==> src/rtl/ddr3_ring_sequencer_if.sv <==
// MIG user-interface bundle: command, write data and read return.
// master = sequencer side, slave = MIG side.
interface ddr3_ring_sequencer_if #(
    parameter int DW = 256,
    parameter int AW = 30
);
    logic            app_rdy;
    logic            app_en;
    logic [2:0]      app_cmd;
    logic [AW-1:0]   app_addr;
    logic            app_wdf_rdy;
    logic            app_wdf_wren;
    logic            app_wdf_end;
    logic [DW-1:0]   app_wdf_data;
    logic [DW/8-1:0] app_wdf_mask;
    logic [DW-1:0]   app_rd_data;
    logic            app_rd_data_valid;

    modport master (
        input  app_rdy, app_wdf_rdy,
        input  app_rd_data, app_rd_data_valid,
        output app_en, app_cmd, app_addr,
        output app_wdf_wren, app_wdf_end,
        output app_wdf_data, app_wdf_mask
    );

    modport slave (
        output app_rdy, app_wdf_rdy,
        output app_rd_data, app_rd_data_valid,
        input  app_en, app_cmd, app_addr,
        input  app_wdf_wren, app_wdf_end,
        input  app_wdf_data, app_wdf_mask
    );
endinterface

==> src/rtl/ddr3_ring_sequencer.sv <==
// Drains NUM_CH capture FIFOs into per-channel DDR3 ring regions
// and reads bursts of one channel back into an output FIFO.
module ddr3_ring_sequencer #(
    parameter int NUM_CH       = 4,
    parameter int DW           = 256,
    parameter int AW           = 30,
    parameter int BURST_LEN    = 32,
    parameter int REGION_WORDS = 65536,
    parameter int ADDR_INC     = 8,
    parameter int CNTW         = 7,
    parameter int OB_DEPTH     = 128,
    localparam int CHW     = (NUM_CH > 1) ? $clog2(NUM_CH) : 1,
    localparam int OB_CNTW = $clog2(OB_DEPTH) + 1,
    localparam int PW      = $clog2(REGION_WORDS),
    localparam int FW      = PW + 1
) (
    input  logic                   clk,
    input  logic                   rst_n,
    input  logic                   calib_done,
    input  logic                   i_enable,
    input  logic [CHW-1:0]         i_rd_ch,
    input  logic                   i_ovf_clr,
    input  logic [NUM_CH*CNTW-1:0] ib_count,
    output logic [NUM_CH-1:0]      ib_re,
    input  logic [NUM_CH*DW-1:0]   ib_data,
    input  logic [NUM_CH-1:0]      ib_valid,
    output logic                   ob_we,
    output logic [DW-1:0]          ob_data,
    input  logic [OB_CNTW-1:0]     ob_count,
    ddr3_ring_sequencer_if.master  app,
    output logic [NUM_CH*FW-1:0]   o_fill,
    output logic [NUM_CH-1:0]      o_overflow,
    output logic                   o_busy
);
    localparam int BCW = $clog2(BURST_LEN + 1);

    typedef enum logic [2:0] {
        S_IDLE,
        S_WR_FETCH,
        S_WR_WAIT,
        S_WR_ISSUE,
        S_RD_ISSUE,
        S_RD_DRAIN
    } state_t;

    state_t          r_state;
    logic [CHW-1:0]  r_ch;
    logic [CHW-1:0]  r_rr;
    logic            r_last_rd;
    logic [PW-1:0]   r_wr_ptr [NUM_CH];
    logic [PW-1:0]   r_rd_ptr [NUM_CH];
    logic [FW-1:0]   r_fill   [NUM_CH];
    logic [NUM_CH-1:0] r_ovf;
    logic [NUM_CH-1:0] r_ib_re;
    logic            r_ob_we;
    logic [DW-1:0]   r_ob_data;
    logic            r_app_en;
    logic [2:0]      r_app_cmd;
    logic [AW-1:0]   r_app_addr;
    logic            r_wren;
    logic [DW-1:0]   r_wdata;
    logic            r_cmd_done;
    logic            r_dat_done;
    logic [BCW-1:0]  r_word_cnt;
    logic [BCW-1:0]  r_ret_cnt;
    logic [PW-1:0]   r_rd_cur;

    logic [NUM_CH-1:0] w_wr_elig;
    logic            w_pick_ok;
    logic [CHW-1:0]  w_pick;
    logic [CHW-1:0]  w_rr_nxt;
    int              w_idx;
    logic            w_rd_ok;
    logic            w_go;
    logic            w_do_rd;
    logic            w_do_wr;
    logic            w_cmd_acc;
    logic            w_dat_acc;
    logic            w_cmd_ok;
    logic            w_dat_ok;
    logic [DW-1:0]   w_ib_word;
    logic            w_wr_last;
    logic            w_rd_last;
    logic            w_ret_done;

    function automatic logic [AW-1:0] f_addr(
        input logic [CHW-1:0] ch,
        input logic [PW-1:0]  ptr
    );
        return AW'((64'(ch) * 64'(REGION_WORDS) + 64'(ptr))
                   * 64'(ADDR_INC));
    endfunction

    for (genvar g = 0; g < NUM_CH; g++) begin : g_ch
        assign w_wr_elig[g] =
            32'(ib_count[g*CNTW +: CNTW]) >= BURST_LEN;
        assign o_fill[g*FW +: FW] = r_fill[g];
    end

    // Scan from the highest offset down so the lowest offset wins.
    always_comb begin
        w_pick_ok = 1'b0;
        w_pick    = '0;
        w_idx     = 0;
        for (int k = NUM_CH - 1; k >= 0; k--) begin
            w_idx = int'(r_rr) + k;
            if (w_idx >= NUM_CH) w_idx = w_idx - NUM_CH;
            if (w_wr_elig[CHW'(w_idx)]) begin
                w_pick_ok = 1'b1;
                w_pick    = CHW'(w_idx);
            end
        end
    end

    assign w_rr_nxt = (int'(w_pick) == NUM_CH - 1) ?
                      '0 : w_pick + CHW'(1);
    assign w_rd_ok  = (32'(i_rd_ch) < NUM_CH) &&
                      (32'(r_fill[i_rd_ch]) >= BURST_LEN) &&
                      (32'(ob_count) <= OB_DEPTH - BURST_LEN);
    assign w_go     = calib_done & i_enable;
    assign w_do_rd  = w_go & w_rd_ok & (~r_last_rd | ~w_pick_ok);
    assign w_do_wr  = w_go & w_pick_ok & ~w_do_rd;

    assign w_cmd_acc = r_app_en & app.app_rdy;
    assign w_dat_acc = r_wren & app.app_wdf_rdy;
    assign w_cmd_ok  = r_cmd_done | w_cmd_acc;
    assign w_dat_ok  = r_dat_done | w_dat_acc;
    assign w_ib_word = ib_data[int'(r_ch)*DW +: DW];
    assign w_wr_last = 32'(r_word_cnt) == BURST_LEN - 1;
    assign w_rd_last = 32'(r_word_cnt) == BURST_LEN - 1;
    assign w_ret_done = 32'(r_ret_cnt) +
                        (app.app_rd_data_valid ? 1 : 0) >= BURST_LEN;

    always_ff @(posedge clk) begin
        if (!rst_n) begin
            r_state    <= S_IDLE;
            r_ch       <= '0;
            r_rr       <= '0;
            r_last_rd  <= 1'b0;
            for (int k = 0; k < NUM_CH; k++) begin
                r_wr_ptr[k] <= '0;
                r_rd_ptr[k] <= '0;
                r_fill[k]   <= '0;
            end
            r_ovf      <= '0;
            r_ib_re    <= '0;
            r_ob_we    <= 1'b0;
            r_ob_data  <= '0;
            r_app_en   <= 1'b0;
            r_app_cmd  <= 3'b000;
            r_app_addr <= '0;
            r_wren     <= 1'b0;
            r_wdata    <= '0;
            r_cmd_done <= 1'b0;
            r_dat_done <= 1'b0;
            r_word_cnt <= '0;
            r_ret_cnt  <= '0;
            r_rd_cur   <= '0;
        end else begin
            r_ob_we   <= app.app_rd_data_valid;
            r_ob_data <= app.app_rd_data;
            r_ib_re   <= '0;
            if (i_ovf_clr) r_ovf <= '0;
            if (app.app_rd_data_valid &&
                (r_state == S_RD_ISSUE || r_state == S_RD_DRAIN))
                r_ret_cnt <= r_ret_cnt + BCW'(1);

            unique case (r_state)
                S_IDLE: begin
                    if (w_do_rd) begin
                        r_ch       <= i_rd_ch;
                        r_last_rd  <= 1'b1;
                        r_rd_cur   <= r_rd_ptr[i_rd_ch];
                        r_rd_ptr[i_rd_ch] <=
                            r_rd_ptr[i_rd_ch] + PW'(BURST_LEN);
                        r_fill[i_rd_ch] <=
                            r_fill[i_rd_ch] - FW'(BURST_LEN);
                        r_app_en   <= 1'b1;
                        r_app_cmd  <= 3'b001;
                        r_app_addr <= f_addr(i_rd_ch,
                                             r_rd_ptr[i_rd_ch]);
                        r_word_cnt <= '0;
                        r_ret_cnt  <= '0;
                        r_state    <= S_RD_ISSUE;
                    end else if (w_do_wr) begin
                        r_ch       <= w_pick;
                        r_rr       <= w_rr_nxt;
                        r_last_rd  <= 1'b0;
                        r_word_cnt <= '0;
                        r_ib_re    <= NUM_CH'(1) << w_pick;
                        r_state    <= S_WR_FETCH;
                        // Region full: drop the oldest unread burst.
                        if (32'(r_fill[w_pick]) >
                            REGION_WORDS - BURST_LEN) begin
                            r_rd_ptr[w_pick] <=
                                r_rd_ptr[w_pick] + PW'(BURST_LEN);
                            r_fill[w_pick] <=
                                r_fill[w_pick] - FW'(BURST_LEN);
                            r_ovf[w_pick] <= 1'b1;
                        end
                    end
                end
                S_WR_FETCH: r_state <= S_WR_WAIT;
                S_WR_WAIT: begin
                    if (ib_valid[r_ch]) begin
                        r_wdata    <= w_ib_word;
                        r_app_en   <= 1'b1;
                        r_wren     <= 1'b1;
                        r_app_cmd  <= 3'b000;
                        r_app_addr <= f_addr(r_ch, r_wr_ptr[r_ch]);
                        r_cmd_done <= 1'b0;
                        r_dat_done <= 1'b0;
                        r_state    <= S_WR_ISSUE;
                    end
                end
                S_WR_ISSUE: begin
                    if (w_cmd_ok && w_dat_ok) begin
                        r_app_en   <= 1'b0;
                        r_wren     <= 1'b0;
                        r_cmd_done <= 1'b0;
                        r_dat_done <= 1'b0;
                        r_wr_ptr[r_ch] <= r_wr_ptr[r_ch] + PW'(1);
                        r_fill[r_ch]   <= r_fill[r_ch] + FW'(1);
                        r_word_cnt <= r_word_cnt + BCW'(1);
                        if (w_wr_last) begin
                            r_state <= S_IDLE;
                        end else begin
                            r_ib_re <= NUM_CH'(1) << r_ch;
                            r_state <= S_WR_FETCH;
                        end
                    end else begin
                        if (w_cmd_acc) begin
                            r_app_en   <= 1'b0;
                            r_cmd_done <= 1'b1;
                        end
                        if (w_dat_acc) begin
                            r_wren     <= 1'b0;
                            r_dat_done <= 1'b1;
                        end
                    end
                end
                S_RD_ISSUE: begin
                    if (w_cmd_acc) begin
                        r_rd_cur   <= r_rd_cur + PW'(1);
                        r_app_addr <= f_addr(r_ch, r_rd_cur + PW'(1));
                        r_word_cnt <= r_word_cnt + BCW'(1);
                        if (w_rd_last) begin
                            r_app_en <= 1'b0;
                            r_state  <= S_RD_DRAIN;
                        end
                    end
                end
                S_RD_DRAIN: begin
                    if (w_ret_done) r_state <= S_IDLE;
                end
                default: r_state <= S_IDLE;
            endcase
        end
    end

    assign ib_re            = r_ib_re;
    assign ob_we            = r_ob_we;
    assign ob_data          = r_ob_data;
    assign app.app_en       = r_app_en;
    assign app.app_cmd      = r_app_cmd;
    assign app.app_addr     = r_app_addr;
    assign app.app_wdf_wren = r_wren;
    assign app.app_wdf_end  = r_wren;
    assign app.app_wdf_data = r_wdata;
    assign app.app_wdf_mask = '0;
    assign o_overflow       = r_ovf;
    assign o_busy           = (r_state != S_IDLE);
endmodule

==> src/flat_wrapper.sv <==
// flat-port wrapper written by rule: the top's interface ports become plain ports
module ddr3_ring_sequencer_flat 
#(
    parameter int NUM_CH       = 4,
    parameter int DW           = 256,
    parameter int AW           = 30,
    parameter int BURST_LEN    = 32,
    parameter int REGION_WORDS = 65536,
    parameter int ADDR_INC     = 8,
    parameter int CNTW         = 7,
    parameter int OB_DEPTH     = 128,
    localparam int CHW     = (NUM_CH > 1) ? $clog2(NUM_CH) : 1,
    localparam int OB_CNTW = $clog2(OB_DEPTH) + 1,
    localparam int PW      = $clog2(REGION_WORDS),
    localparam int FW      = PW + 1
)
  (clk, rst_n, calib_done, i_enable, i_rd_ch, i_ovf_clr, ib_count, ib_re, ib_data, ib_valid, ob_we, ob_data, ob_count, o_fill, o_overflow, o_busy, app_app_rdy, app_app_wdf_rdy, app_app_rd_data, app_app_rd_data_valid, app_app_en, app_app_cmd, app_app_addr, app_app_wdf_wren, app_app_wdf_end, app_app_wdf_data, app_app_wdf_mask);
  ddr3_ring_sequencer_if #(.DW(DW), .AW(AW)) app_i ();
  input  logic clk;
  input  logic rst_n;
  input  logic calib_done;
  input  logic i_enable;
  input  logic [CHW-1:0] i_rd_ch;
  input  logic i_ovf_clr;
  input  logic [NUM_CH*CNTW-1:0] ib_count;
  output logic [NUM_CH-1:0] ib_re;
  input  logic [NUM_CH*DW-1:0] ib_data;
  input  logic [NUM_CH-1:0] ib_valid;
  output logic ob_we;
  output logic [DW-1:0] ob_data;
  input  logic [OB_CNTW-1:0] ob_count;
  output logic [NUM_CH*FW-1:0] o_fill;
  output logic [NUM_CH-1:0] o_overflow;
  output logic o_busy;
  input wire logic [$bits(app_i.app_rdy)-1:0] app_app_rdy;
  input wire logic [$bits(app_i.app_wdf_rdy)-1:0] app_app_wdf_rdy;
  input wire logic [$bits(app_i.app_rd_data)-1:0] app_app_rd_data;
  input wire logic [$bits(app_i.app_rd_data_valid)-1:0] app_app_rd_data_valid;
  output wire logic [$bits(app_i.app_en)-1:0] app_app_en;
  output wire logic [$bits(app_i.app_cmd)-1:0] app_app_cmd;
  output wire logic [$bits(app_i.app_addr)-1:0] app_app_addr;
  output wire logic [$bits(app_i.app_wdf_wren)-1:0] app_app_wdf_wren;
  output wire logic [$bits(app_i.app_wdf_end)-1:0] app_app_wdf_end;
  output wire logic [$bits(app_i.app_wdf_data)-1:0] app_app_wdf_data;
  output wire logic [$bits(app_i.app_wdf_mask)-1:0] app_app_wdf_mask;
  assign app_i.app_rdy = app_app_rdy;
  assign app_i.app_wdf_rdy = app_app_wdf_rdy;
  assign app_i.app_rd_data = app_app_rd_data;
  assign app_i.app_rd_data_valid = app_app_rd_data_valid;
  assign app_app_en = app_i.app_en;
  assign app_app_cmd = app_i.app_cmd;
  assign app_app_addr = app_i.app_addr;
  assign app_app_wdf_wren = app_i.app_wdf_wren;
  assign app_app_wdf_end = app_i.app_wdf_end;
  assign app_app_wdf_data = app_i.app_wdf_data;
  assign app_app_wdf_mask = app_i.app_wdf_mask;
  ddr3_ring_sequencer #(.NUM_CH(NUM_CH), .DW(DW), .AW(AW), .BURST_LEN(BURST_LEN), .REGION_WORDS(REGION_WORDS), .ADDR_INC(ADDR_INC), .CNTW(CNTW), .OB_DEPTH(OB_DEPTH)) u_core (.clk(clk), .rst_n(rst_n), .calib_done(calib_done), .i_enable(i_enable), .i_rd_ch(i_rd_ch), .i_ovf_clr(i_ovf_clr), .ib_count(ib_count), .ib_re(ib_re), .ib_data(ib_data), .ib_valid(ib_valid), .ob_we(ob_we), .ob_data(ob_data), .ob_count(ob_count), .app(app_i), .o_fill(o_fill), .o_overflow(o_overflow), .o_busy(o_busy));
endmodule
==> config.mk <==
export PLATFORM = sky130hd
export DESIGN_NAME = ddr3_ring_sequencer_flat
export DESIGN_NICKNAME = d
export VERILOG_FILES = /design/src/rtl/ddr3_ring_sequencer_if.sv /design/src/rtl/ddr3_ring_sequencer.sv /design/src/flat_wrapper.sv
export SDC_FILE = /design/constraint.sdc
export NUM_CORES = 2
export LEC_CHECK = 0
export CAP_MARGIN = 20
export CORE_AREA = 5 5 772 774
export DETAILED_ROUTE_END_ITERATION = 16
export DIE_AREA = 0 0 777 779
export PLACE_DENSITY = 0.34
export SYNTH_ARGS = -nofsm -noshare
export SYNTH_HDL_FRONTEND = slang
export SYNTH_SLANG_ARGS = --single-unit
==> constraint.sdc <==
create_clock -name clk -period 8.04 [get_ports clk]
set_input_delay 1.608 -clock clk [delete_from_list [all_inputs] [get_ports clk]]
set_output_delay 1.608 -clock clk [all_outputs]
set_load 0.1 [all_outputs]
### Word level (Yosys, flattened, before mapping)

Memory sizes are Yosys's and may differ from the RTL's. A register that Yosys moved wholly into a read port is not among the register bits.
Cells that the tools add are included.

| word-level totals | value |
|---|---|
| RAM bits | 196 |
| memories kept | 3 |
| word-level logic and storage cells | 251 |
| input port bits | 1330 |
| register bits | 594 |

Memory list:

| name | words | width | rd ports | clocked after memory_dff | wr ports | RTL line | RTL |
|---|---|---|---|---|---|---|---|
| u_core.r_fill | 4 | 17 | 7 | 1 | 4 | ddr3_ring_sequencer.sv:52 | `logic [FW-1:0] r_fill [NUM_CH];` |
| u_core.r_rd_ptr | 4 | 16 | 2 | 0 | 4 | ddr3_ring_sequencer.sv:51 | `logic [PW-1:0] r_rd_ptr [NUM_CH];` |
| u_core.r_wr_ptr | 4 | 16 | 1 | 1 | 4 | ddr3_ring_sequencer.sv:50 | `logic [PW-1:0] r_wr_ptr [NUM_CH];` |

| operators by class | value |
|---|---|
| $add $sub $neg | 21 |
| equal/unequal tests | 16 |
| bitwise operators | 14 |
| reductions and logical operators | 31 |
| multiplexer cells | 126 |
| shift-type cells | 3 |
| magnitude comparators | 19 |

Operators with widths:

| kind | count |
|---|---|
| variable part select 1024 x 11 -> 256 bit | 1 |
| two-way mux 30 bit | 3 |
| case mux 30 bit (3 select lines) | 1 |
| two-way mux 16 bit | 5 |
| adder 18 x 16 -> 19 bit | 3 |
| two-way mux 1 bit | 52 |
| two-way mux 17 bit | 3 |
| OR reduction 17 bit | 3 |
| OR reduction 16 bit | 3 |
| two-way mux 2 bit | 21 |
| two-way mux 6 bit | 7 |
| two-way mux 4 bit | 10 |
| subtractor 17 x 6 -> 17 bit (second input constant) | 2 |
| adder 16 x 1 -> 16 bit (second input constant) | 2 |
| adder 16 x 6 -> 16 bit (second input constant) | 2 |
| adder 6 x 32 -> 32 bit | 1 |
| greater-or-equal comparator 32 x 6 -> 1 bit (second input constant) | 1 |
| case mux 16 bit (2 select lines) | 1 |
| greater-or-equal comparator 7 x 6 -> 1 bit (second input constant) | 4 |
| two-way mux 3 bit | 9 |
| case mux 3 bit (6 select lines) | 1 |
| case mux 6 bit (3 select lines) | 1 |
| adder 17 x 1 -> 17 bit (second input constant) | 1 |
| greater-or-equal comparator 17 x 6 -> 1 bit (second input constant) | 1 |
| other kinds (40) | 92 |

### Logic depth before layout (Yosys ltp)

| logic depth | value |
|---|---|
| depth after elaboration | 23 |
| mapped depth | 19 |
| mapped depth without buffers | 14 |

### Worst setup path after synthesis

Ideal clock, no wire load.

| timing | value |
|---|---|
| path type | input -> register |
| from | in ib_count[26] |
| to | mem u_core.r_fill[3][0] (netlist name), enable pin |
| required time | 7.627 ns |
| library setup time | 0.413 ns |
| arrival | 6.026 ns |
| stages | 17 |
| path slack | 1.602 ns |
| cells stage by stage | or2_2 -> o21ai_0 -> a21oi_1 -> inv_2 -> buf_2 -> buf_1 -> buf_2 -> nand2_1 -> and3_1 -> a31oi_1 -> ha_1 -> nand4_1 -> o31ai_4 -> buf_4 -> buf_4 -> a211oi_1 -> nor3_1 |

RTL lines:

| item | RTL line | RTL |
|---|---|---|
| start: declaration | flat_wrapper.sv:25 | `input logic [NUM_CH*CNTW-1:0] ib_count;` |
| end: declaration | ddr3_ring_sequencer.sv:52 |  |

==> metrics <==
Pwr Density=247 nW/um2; warning count from the yosys run=0; largest net degree at the start of global routing=~150; Register Area=17500 um2; drt first-iter violations=3739; placed cell count=13100; Die Wd=between 700 and 800 um; initial core utilization=0.0638; area grow syn2layout=86.2%; Crit path arrival time=slightly below 7000 ps; root buf cell=clkbuf_16; final worst path period need=6130 ps; post-synthesis async set-or-reset flop share=0; Post-Synthesis Cells=3544; crit path launch type=input pin; critical path's slowest cell=clkdlybuf4s50_1; H-tree Lvls=3; first-pass GRT wire length=653000 um; final hold vios=0; final setup violation count=0; Clk Latency, worst-skew pair=approximately 900 ps; gpl congestion=0.963; layout cell share with drive strength beyond 1=0.189; post-DP HPWL=515000 um; Sink Count=778; CTS clk-pin slew, worst paths=about 60 ps; Hold Buf Count CTS=0; ANT nets after route=0; All-Layer GR Usage=0.180; Die ar.=roughly 600000 um2; most frequent cells after synthesis=nand2_1 (703), dfxtp_1 (582), a21oi_1 (331); Max Cap Viol=0; # rows=282; crit-path max cell delay=990 ps; Distinct cells, synth=81; P_leak=22.6 nW; Final nets=6745; Mapped Area=37500 um2; Hold Path Class=reg -> reg; RSZ-0062 raised after global routing=false; cell taking the most area after synthesis=dfxtp_1; vias in the first global route=just under 40000; initial antenna violation count=658; IO Count=1988; DR vias=41400; worst setup margin=between 1500 and 2000 ps; FF+latch count, synth=778; Routed WL=570000 um; DRC errors left=0; footprint of the multi-input gates=between 15000 and 20000 um2; WS Path Type=in -> reg; core area=588000 um2; crit end category=flop; worst vdd ir=0.000180 V; I/O Buffers=a little under 2000; CTS tree=yes; TritonRoute pass-1 iters=6; crit-path cells=clkdlybuf4s50_1 > mux4_2 > nor4_1 > a211oi_1 > a21oi_2 > nand3_2 > o22ai_1 > a31o_2 > o21ai_1 > buf_4; Slew @ Worst Pin=1250 ps; Sum Neg Setup Slack=0 ps; Fmax=about 160 MHz; worst path buffer plus inverter count=2; max-slew violations=0; dominant synthesized flop cell=dfxtp_1; sequential area share after synthesis=0.467; status=finished, final reports clean; Hold Slack=around 450 ps; post-route clock period utilization=0.763; Fill cells=67300; Clock Path Buffers=4; Post-Layout Cell Count=roughly 14000; cts bufs inserted=approximately 120; GRT Residual Overflow=0; EDFF count, synth=just under 200; Crit path required time=8700 ps; largest cells by area after synthesis=dfxtp_1 (31%), mux4_2 (19%), edfxtp_1 (16%), nand2_1 (7.0%), a21oi_1 (4.4%); Vias/cell=3.04; post-CTS sizing=0; share of the synthesized area in the top cell type=0.310; postcts setup bufs=0; count leader, synth=nand2_1; clk_skew=70.9 ps; Slew Limit Headroom=0.167; pre-CTS WS=925 ps; wire per inst=41.9 um; Max FO, Critical Path=19; Die Y=779 um; total power=0.0173 W; syn_area_per_cell=10.6 um2; CP top delay family=compound AO/OA/AOI/OAI gates
-- area by class of cell --
class,count,share of cell area
diodes,309,0.0111
clock inverters,43,0.00715
repair buffers,2011,0.271
well taps,7810,0.140
inverters,60,0.00335
flip-flops and latches,778,0.251
multi-input cells,2426,0.265
clock buffers,179,0.0517
-- report_power, final --
group | switching (W) | total, W | internal [W]
combinational | 0.00491 | 0.00688 | 0.00196
sequential | 0.000290 | 0.00465 | 0.00436
clock | 0.00239 | 0.00573 | 0.00334
-- worst paths after layout --
kind | from | cells past startpoint | to | slack (ps)
worst min-delay path | u_core.app.app_wdf_data[35] | 2 | u_core.app.app_wdf_data[35] | 450
worst min register to register | u_core.app.app_wdf_data[35] | 2 | u_core.app.app_wdf_data[35] | 450
worst max register to register | u_core.r_fill[0][1] | 9 | u_core.r_fill[2][7] | 2930
worst max-delay path | i_rd_ch[1] | 10 | u_core.r_fill[2][7] | 1910
-- metal layers --
layer	share of wire	wire length [um]	vias up	GRT usage
met5	0.0031	1750	-	0
met1	0.36	207000	20100	0.197
met2	0.44	250000	3049	0.282
met4	0.048	27500	268	0.0694
met3	0.15	84300	1217	0.111
li1	-	-	16800	-
-- cells in the final DEF, fill, tap and decap left out, types with 196 or more instances in the layout --
cell type / netlist / routed
mux4_2: 323 / 323
buf_4: 50 / 347
clkdlybuf4s50_1: 0 / 1553
nand2_1: 703 / 702
a21oi_1: 331 / 330
and2_1: 262 / 262
edfxtp_1: 196 / 196
nor2_1: 208 / 206
diode_2: 0 / 309
dfxtp_1: 582 / 578
-- cells by family after synthesis --
group / count (synthesis) / share of synthesized area
xor+xnor: 83 / 0.0194
flops: 778 / 0.467
fa+ha+maj: 16 / 0.00533
other cells: 1 / 0.0000999
compound gates: 549 / 0.0921
simple gates: 1396 / 0.172
buf+inv: 385 / 0.0467
mux: 336 / 0.197
-- tightest hold or removal path, stage by stage (launching register included) --
cell     delay [ps]
dfxtp_1         310
nand2_1          50
a21oi_1          50
-- sequential cells by signal, indices dropped and copies added (netlist names), named ones only --
| name | cells |
|---|---|
| u_core.app.app_wdf_data | 256 |
| u_core.ob_data | 256 |
| u_core.r_fill | 68 |
| u_core.r_rd_ptr | 64 |
| u_core.r_wr_ptr | 64 |
| u_core.app.app_addr | 18 |
| u_core.r_rd_cur | 16 |
| u_core.r_ret_cnt | 6 |
| u_core.r_word_cnt | 6 |
| u_core.ib_re | 4 |
| u_core.o_overflow | 4 |
| u_core.r_state | 3 |
| u_core.r_ch | 2 |
| u_core.r_rr | 2 |
| u_core.app.app_cmd | 1 |
| u_core.app.app_en | 1 |
| u_core.app.app_wdf_end | 1 |
| u_core.ob_we | 1 |
| u_core.r_cmd_done | 1 |
| u_core.r_dat_done | 1 |
| u_core.r_last_rd | 1 |
-- metrics by stage --
step	cell area, um2	util
finish	69900	0.119
global route	69400	0.118
CTS	69100	0.117
detailed placement	65000	0.110
global placement	64900	0.110
floorplan	37700	-
Note: power is estimated with default switching activity, not from simulation.
